[src/rtl/fir_ntap_prog.sv]
// fir_ntap_prog: parametrised N-tap signed FIR filter with run-time programmable
// coefficients and a valid-qualified input stream.
//
// Parameters:
//   W     input sample width (signed)
//   TAPS  number of taps (2..32)
//   CW    coefficient width (signed)
//   AW    coefficient address width (derived, do not override)
//   OW    output width (derived, full precision)
//
// Ports:
//   clk        rising-edge clock
//   reset      synchronous, active-high reset
//   in_valid   sample strobe; a is accepted on every edge where it is high
//   a          signed input sample
//   coef_we    coefficient write enable
//   coef_addr  tap index to write (0 = newest sample); indices >= TAPS are ignored
//   coef_data  signed coefficient value
//   out_valid  s holds a new result this cycle
//   s          signed filter output
//   sat        saturation flag (only driven when FIR_SAT_EN is defined)
//
// Optional feature: define FIR_SAT_EN to clamp each result to the W-bit signed
// range and flag clamping on sat. Otherwise s is full precision and sat is 0.
//
// Latency: sample accepted at edge n -> products at n+1 -> s/out_valid at n+2.
// Reset leaves every coefficient at 1, giving a plain running sum.

module fir_ntap_prog #(
    parameter int W    = 16,
    parameter int TAPS = 4,
    parameter int CW   = 8,
    parameter int AW   = $clog2(TAPS),
    parameter int OW   = W + CW + $clog2(TAPS)
) (
    input  logic                 clk,
    input  logic                 reset,
    input  logic                 in_valid,
    input  logic signed [W-1:0]  a,
    input  logic                 coef_we,
    input  logic [AW-1:0]        coef_addr,
    input  logic signed [CW-1:0] coef_data,
    output logic                 out_valid,
    output logic signed [OW-1:0] s,
    output logic                 sat
);

    localparam int PW = W + CW;

    logic signed [W-1:0]  x_q [TAPS];
    logic signed [CW-1:0] c_q [TAPS];
    logic signed [PW-1:0] p_q [TAPS];
    logic signed [OW-1:0] sum_full;
    logic signed [OW-1:0] s_d;
    logic signed [OW-1:0] s_q;
    logic                 v1_q;
    logic                 v2_q;
    logic                 out_valid_q;
    logic                 addr_ok;

    // With a power-of-two tap count every representable address is legal.
    if ((1 << AW) == TAPS) begin : g_addr_full
        assign addr_ok = 1'b1;
    end else begin : g_addr_chk
        assign addr_ok = (32'(coef_addr) < 32'(TAPS));
    end

    // Delay line: shifts only on accepted samples, so gaps never insert zeros.
    always_ff @(posedge clk) begin
        if (reset) begin
            for (int k = 0; k < TAPS; k++) x_q[k] <= '0;
        end else if (in_valid) begin
            x_q[0] <= a;
            for (int k = 1; k < TAPS; k++) x_q[k] <= x_q[k-1];
        end
    end

    // Coefficient bank; reset to unit weights.
    always_ff @(posedge clk) begin
        if (reset) begin
            for (int k = 0; k < TAPS; k++) c_q[k] <= {{(CW-1){1'b0}}, 1'b1};
        end else if (coef_we && addr_ok) begin
            c_q[coef_addr] <= coef_data;
        end
    end

    // Stage P: a coefficient written alongside a sample is already in c_q here.
    always_ff @(posedge clk) begin
        if (reset) begin
            for (int k = 0; k < TAPS; k++) p_q[k] <= '0;
        end else if (v1_q) begin
            for (int k = 0; k < TAPS; k++) p_q[k] <= PW'(x_q[k]) * PW'(c_q[k]);
        end
    end

    always_comb begin
        sum_full = '0;
        for (int k = 0; k < TAPS; k++) sum_full = sum_full + OW'(p_q[k]);
    end

`ifdef FIR_SAT_EN
    localparam logic signed [OW-1:0] SatMax = {{(OW-W+1){1'b0}}, {(W-1){1'b1}}};
    localparam logic signed [OW-1:0] SatMin = {{(OW-W+1){1'b1}}, {(W-1){1'b0}}};

    logic clip;
    logic sat_q;

    always_comb begin
        clip = 1'b0;
        s_d  = sum_full;
        if (sum_full > SatMax) begin
            s_d  = SatMax;
            clip = 1'b1;
        end else if (sum_full < SatMin) begin
            s_d  = SatMin;
            clip = 1'b1;
        end
    end

    // Updated only on result edges so it holds between results.
    always_ff @(posedge clk) begin
        if (reset) begin
            sat_q <= 1'b0;
        end else if (v2_q) begin
            sat_q <= clip;
        end
    end

    assign sat = sat_q;
`else
    assign s_d = sum_full;
    assign sat = 1'b0;
`endif

    // Stage S and valid pipe.
    always_ff @(posedge clk) begin
        if (reset) begin
            s_q         <= '0;
            v1_q        <= 1'b0;
            v2_q        <= 1'b0;
            out_valid_q <= 1'b0;
        end else begin
            if (v2_q) s_q <= s_d;
            v1_q        <= in_valid;
            v2_q        <= v1_q;
            out_valid_q <= v2_q;
        end
    end

    assign s         = s_q;
    assign out_valid = out_valid_q;

endmodule

[config.mk]
export PLATFORM = sky130hd
export DESIGN_NAME = fir_ntap_prog
export DESIGN_NICKNAME = d
export VERILOG_FILES = /design/src/rtl/fir_ntap_prog.sv
export SDC_FILE = /design/constraint.sdc
export NUM_CORES = 2
export LEC_CHECK = 0
export CORE_MARGIN = 1
export CORE_UTILIZATION = 35
export DETAILED_ROUTE_END_ITERATION = 7
export DONT_BUFFER_PORTS = 1
export HOLD_SLACK_MARGIN = 0.02
export PLACE_DENSITY = 0.54
export RECOVER_POWER = 50
export SYNTH_ARGS = -nofsm -noshare
export SYNTH_HDL_FRONTEND = slang
export SYNTH_SLANG_ARGS = --single-unit
export TNS_END_PERCENT = 50
[constraint.sdc]
create_clock -name clk -period 11.25 [get_ports clk]
set_clock_uncertainty 0.15 [all_clocks]
set_input_delay 2.8125 -clock clk [delete_from_list [all_inputs] [get_ports clk]]
set_output_delay 2.8125 -clock clk [all_outputs]
set_load 0.03 [all_outputs]
# [After elaboration in Yosys (flattened, before gate mapping)]
# Memories as Yosys holds them, arrays and structs flattened.
# Cells that the tools add are included.
[classes] add_sub_neg=3 multipliers=4 mux=22 n_bitwise=8 n_reduce_logical=1
[op_table] op="$mul A16 B8 Y24" count=4
[op_table] op="$mux W24" count=4
[op_table] op="$mux W16" count=4
[op_table] op="$add A25 B24 Y26" count=1
[op_table] op="$add A26 B24 Y26" count=1
[op_table] op="$add A24 B24 Y25" count=1
[op_table] op="$mux W1" count=12
[op_table] op="$mux W8" count=1
[op_table] op="$or A1 B1 Y1" count=8
[op_table] op="$reduce_or A8 Y1" count=1
[op_table] op="$mux W2" count=1
[totals] ff_bits=29 ram_bits=192 in_bits=30 output_inout_bits=28 elab_cells=45 memories=3
[memory_table] memory="p_q" words=4 word_bits=24 rd=4 rd_clocked_by_memory_dff=0 wr=4 line="52" text="logic signed [PW-1:0] p_q [TAPS];"
[memory_table] memory="x_q" words=4 word_bits=16 rd=4 rd_clocked_by_memory_dff=0 wr=4 line="50" text="logic signed [W-1:0] x_q [TAPS];"
[memory_table] memory="c_q" words=4 word_bits=8 rd=4 rd_clocked_by_memory_dff=0 wr=4 line="51" text="logic signed [CW-1:0] c_q [TAPS];"

# [Depth between registers and ports, before layout]
[logic_depth] depth_word=5 ltp_mapped=19 mapped_depth_nobuf=18

# [Least setup slack after synthesis]
# OpenSTA, ideal clock, no wires.
[synth_path] path_kind="reg2reg" from="mem c_q[0][7]" to="mem p_q[0][22] (netlist bit) (data pin)" arrival_ns=4.583 t_required_ns=10.835 slack_ns=6.252 stages_incl_launch_ff=18 synth_period_minus_slack_ns=4.998 path_cell_list="edfxtp_1 -> inv_1 -> buf_1 -> fa_1 -> fa_1 -> inv_1 -> fa_1 -> inv_1 -> fa_1 -> inv_1 -> ha_1 -> o21a_1 -> o21a_1 -> o31a_1 -> o31ai_1 -> o21ai_1 -> o31ai_1 -> mux2i_1"
[synth_lines] element="start, declared" line="51"
[synth_lines] element="end, declared" line="52"

==> impl_results.md <==
- DR iter-0 viols: approximately 1100
- RD Place Congestion: 0.8532
- Gr ovfl total: 0
- Crit path DAT: ~6000 ps
- Reg-to-reg startpoint: c_q[3][7]
- CTS tree: built
- Die Area: 0.08128 mm2
- WHS: 486.5 ps
- Worst skew pair latency: 580 ps
- Actual slew at the worst max-slew pin: 4255 ps
- Peak supply drop: around 0.00013 V
- Most common cell after layout, fill and taps aside: inv_1
- Die W: 285.1 um
- CP max FO: 64
- Cells on worst reg2reg path: 17
- Largest net degree at the start of global routing: 81
- Vias: approximately 19000
- Vias per cell: roughly 4.8
- Crit path max-delay cell type: clkbuf_1
- Io pins: 58
- Prevailing post-synth register cell: edfxtp_1
- CP Capture Type: flip-flop
- Net Count, Synth: between 3000 and 4000
- FF-to-FF setup slack: 5530 ps
- Synthesized area per cell: 10.11 um2
- Total GRT Usage: 17.99%
- Antenna violations before repair: 4
- Rows: 103
- Pins over their slew limit: 101
- Critical path buffers and inverters: 1
- Register area share after synthesis: 22.62%
- Pwr per Cell Area: 192.6 mW/mm2
- Die Y: 285.1 um
- Min-delay src: s[24]
- Distinct cells, synth: 59
- Root Driver: clkbuf_16
- First-pass GRT wire length: 114.0 mm
- Buffers from clock root to sink, at most: 3
- Minimum clock period: 6018 ps
- Crit-path cells: or2_2 > clkbuf_1
- Core Region: 0.07913 mm2
- Slew headroom: -183.6%
- Commonest non-fill, non-tap cells in the layout: 548 x inv_1, 461 x fa_1, 392 x and2_1
- CTS Buf Count: 27
- Routed WL: 71.59 mm
- Post-Synthesis Cells: 2775
- Mapped Area: around 0.028 mm2
- Vias in the first global route: 20210
- Final setup violation count: 0
- Final hold violations: 0
- CTS clk-pin slew, worst paths: ~60 ps
- YS warnings: 0
- Post CTS Setup Buffer Count: 0
- Min-Delay Endpoint: s[24]
- Worst path required time: between 10000 and 15000 ps
- Hold Buf Count CTS: 0
- Nets: 3442
- H-tree levels: 1
- Area grow syn2layout: 7.101%
- Pre-antenna DRT Iters: 5
- Hold Crit Depth: 2
- Layout cell share with drive strength beyond 1: 1.952%
- RSZ-0062 raised after global routing: no
- CP Class: in -> reg
- Setup_tns: 0 ps
- Failing checks: capacitance limit, slew limit
- Buffers on Ports: 0
- Maximum clock rate: 0.1662 GHz
- Slowest Stage Delay on Critical Path: 2970 ps
- Post-synth EDFFs: about 190
- # DRC: 0
- CTS sink cnt: 221
- Status: finished with violations
- Synthesized flop and latch total: 221
- Cell family with most CP delay: buffers and inverters
- Reg-to-Reg End: p_q[3][23]
- Starting Density: 35.45%
- # resized after CTS: 0
- Fin crit share: approximately 53%
- Worst min-delay path category: reg -> reg
- Max-cap violation count: 3
- Startpoint type of the worst setup path: input port
- Ys async rst share: 0%
- ANT nets after route: 0
- Routed len/inst: between 15 and 20 um
- Pleak: 14.00 nW
- Hpwl dp: ~58 mm
layer usage:
metal | up-vias | GRT usage (%) | routed length, um
met2 | 379 | 30.18 | 34090
met5 | - | 0 | 0
li1 | 8586 | - | -
met3 | 90 | 2.568 | 3408
met1 | 9446 | 23.96 | 31790
met4 | 0 | 5.615 | 2300
report_power, final:
group | leakage (nW) | switching [mW] | internal (mW)
logic | 11.3 | 2.13 | 1.51
registers | 2.28 | 0.194 | 1.02
clock network | 0.453 | 0.372 | 0.559
total | 14.0 | 2.70 | 3.09
synth_stat cells (all sizes together), types with 2 or more instances:
cell type / number / share of area [%]
inv: 548 / 7.3
and2: 461 / 10
fa: 461 / 33
ha: 205 / 9.1
edfxtp: 192 / 21
nand2: 148 / 2.0
nor2: 142 / 1.9
a21oi: 69 / 1.3
xnor2: 61 / 1.9
clkbuf: 56 / 0.82
o21ai: 52 / 0.93
a21o: 50 / 1.3
nor3: 46 / 0.82
nand2b: 35 / 0.78
xor2: 31 / 0.97
dfxtp: 29 / 2.1
o21a: 23 / 0.62
nor2b: 17 / 0.38
mux2i: 14 / 0.50
a211oi: 13 / 0.38
and3: 13 / 0.29
nand3: 11 / 0.20
nand4: 10 / 0.22
buf: 8 / 0.23
nor3b: 7 / 0.19
o31ai: 7 / 0.19
a21boi: 6 / 0.16
a31oi: 5 / 0.11
o211ai: 5 / 0.13
or2: 5 / 0.11
a211o: 4 / 0.12
o22ai: 4 / 0.089
o31a: 4 / 0.12
a41oi: 3 / 0.094
nand3b: 3 / 0.080
o21bai: 3 / 0.080
a221o: 2 / 0.071
a311oi: 2 / 0.062
and2b: 2 / 0.054
nand4b: 2 / 0.062
nor4: 2 / 0.045
o2111ai: 2 / 0.062
or3: 2 / 0.045
stage by stage:
step | std cells | area (um2) | total power [mW] | util, % | setup slack (ps)
6_report | 3818 | 30040 | 5.787 | 37.97 | 5232
4_1_cts | 3816 | 30060 | 5.851 | 37.99 | 5519
3_5_place_dp | 3767 | 29130 | 4.878 | 36.81 | 5587
2_1_floorplan | 2775 | 28050 | 3.903 | - | 6252
5_1_grt | 3817 | 30040 | 6.347 | 37.96 | 4897
3_3_place_gp | 3767 | 29130 | 4.831 | 36.81 | 5598
cells by family (layout without fill, tap and decap cells):
logic type                 count (synthesis)  after routing  synth area share, %
DFF                                      221            221                22.62
other                                      1              3              0.01337
adders and majority gates                666            666                42.04
and+or+nand+nor                          909            909                17.53
buffers and inverters                    612            603                8.381
AOI/OAI and AO/OA                        260            260                6.040
xor gates and xnor gates                  92             92                2.873
muxes                                     14             14               0.4996
worst max path at each step:
stage / startpoint / end / slack (ps) / cells after the start
2_1_floorplan: c_q[0][7] / p_q[0][22] / 6250 / 17
3_3_place_gp: c_q[0][7] / p_q[0][23] / 5600 / 16
3_5_place_dp: c_q[0][7] / p_q[0][23] / 5590 / 16
4_1_cts: c_q[3][7] / p_q[3][23] / 5520 / 17
5_1_grt: reset / x_q[3][0] / 4900 / 2
6_report: reset / x_q[2][3] / 5230 / 2
cell type report:
cell class / count / area (um2)
Inverter: 548 / 2057
Multi-Input combinational cell: 1942 / 19350
Clock buffer: 40 / 792.0
Sequential cell: 221 / 6346
Antenna cell: 2 / 5.005
Timing Repair Buffer: 6 / 33.78
Fill cell: 7809 / 49090
Tap cell: 1050 / 1314
Clock inverter: 9 / 143.9
registers in the layout, indices dropped and copies added, names as in the netlist:
name       count
c_q           32
v1_q           1
v2_q           1
s             26
x_q           64
out_valid      1
p_q           96
Power figures use the tool's default switching activity.
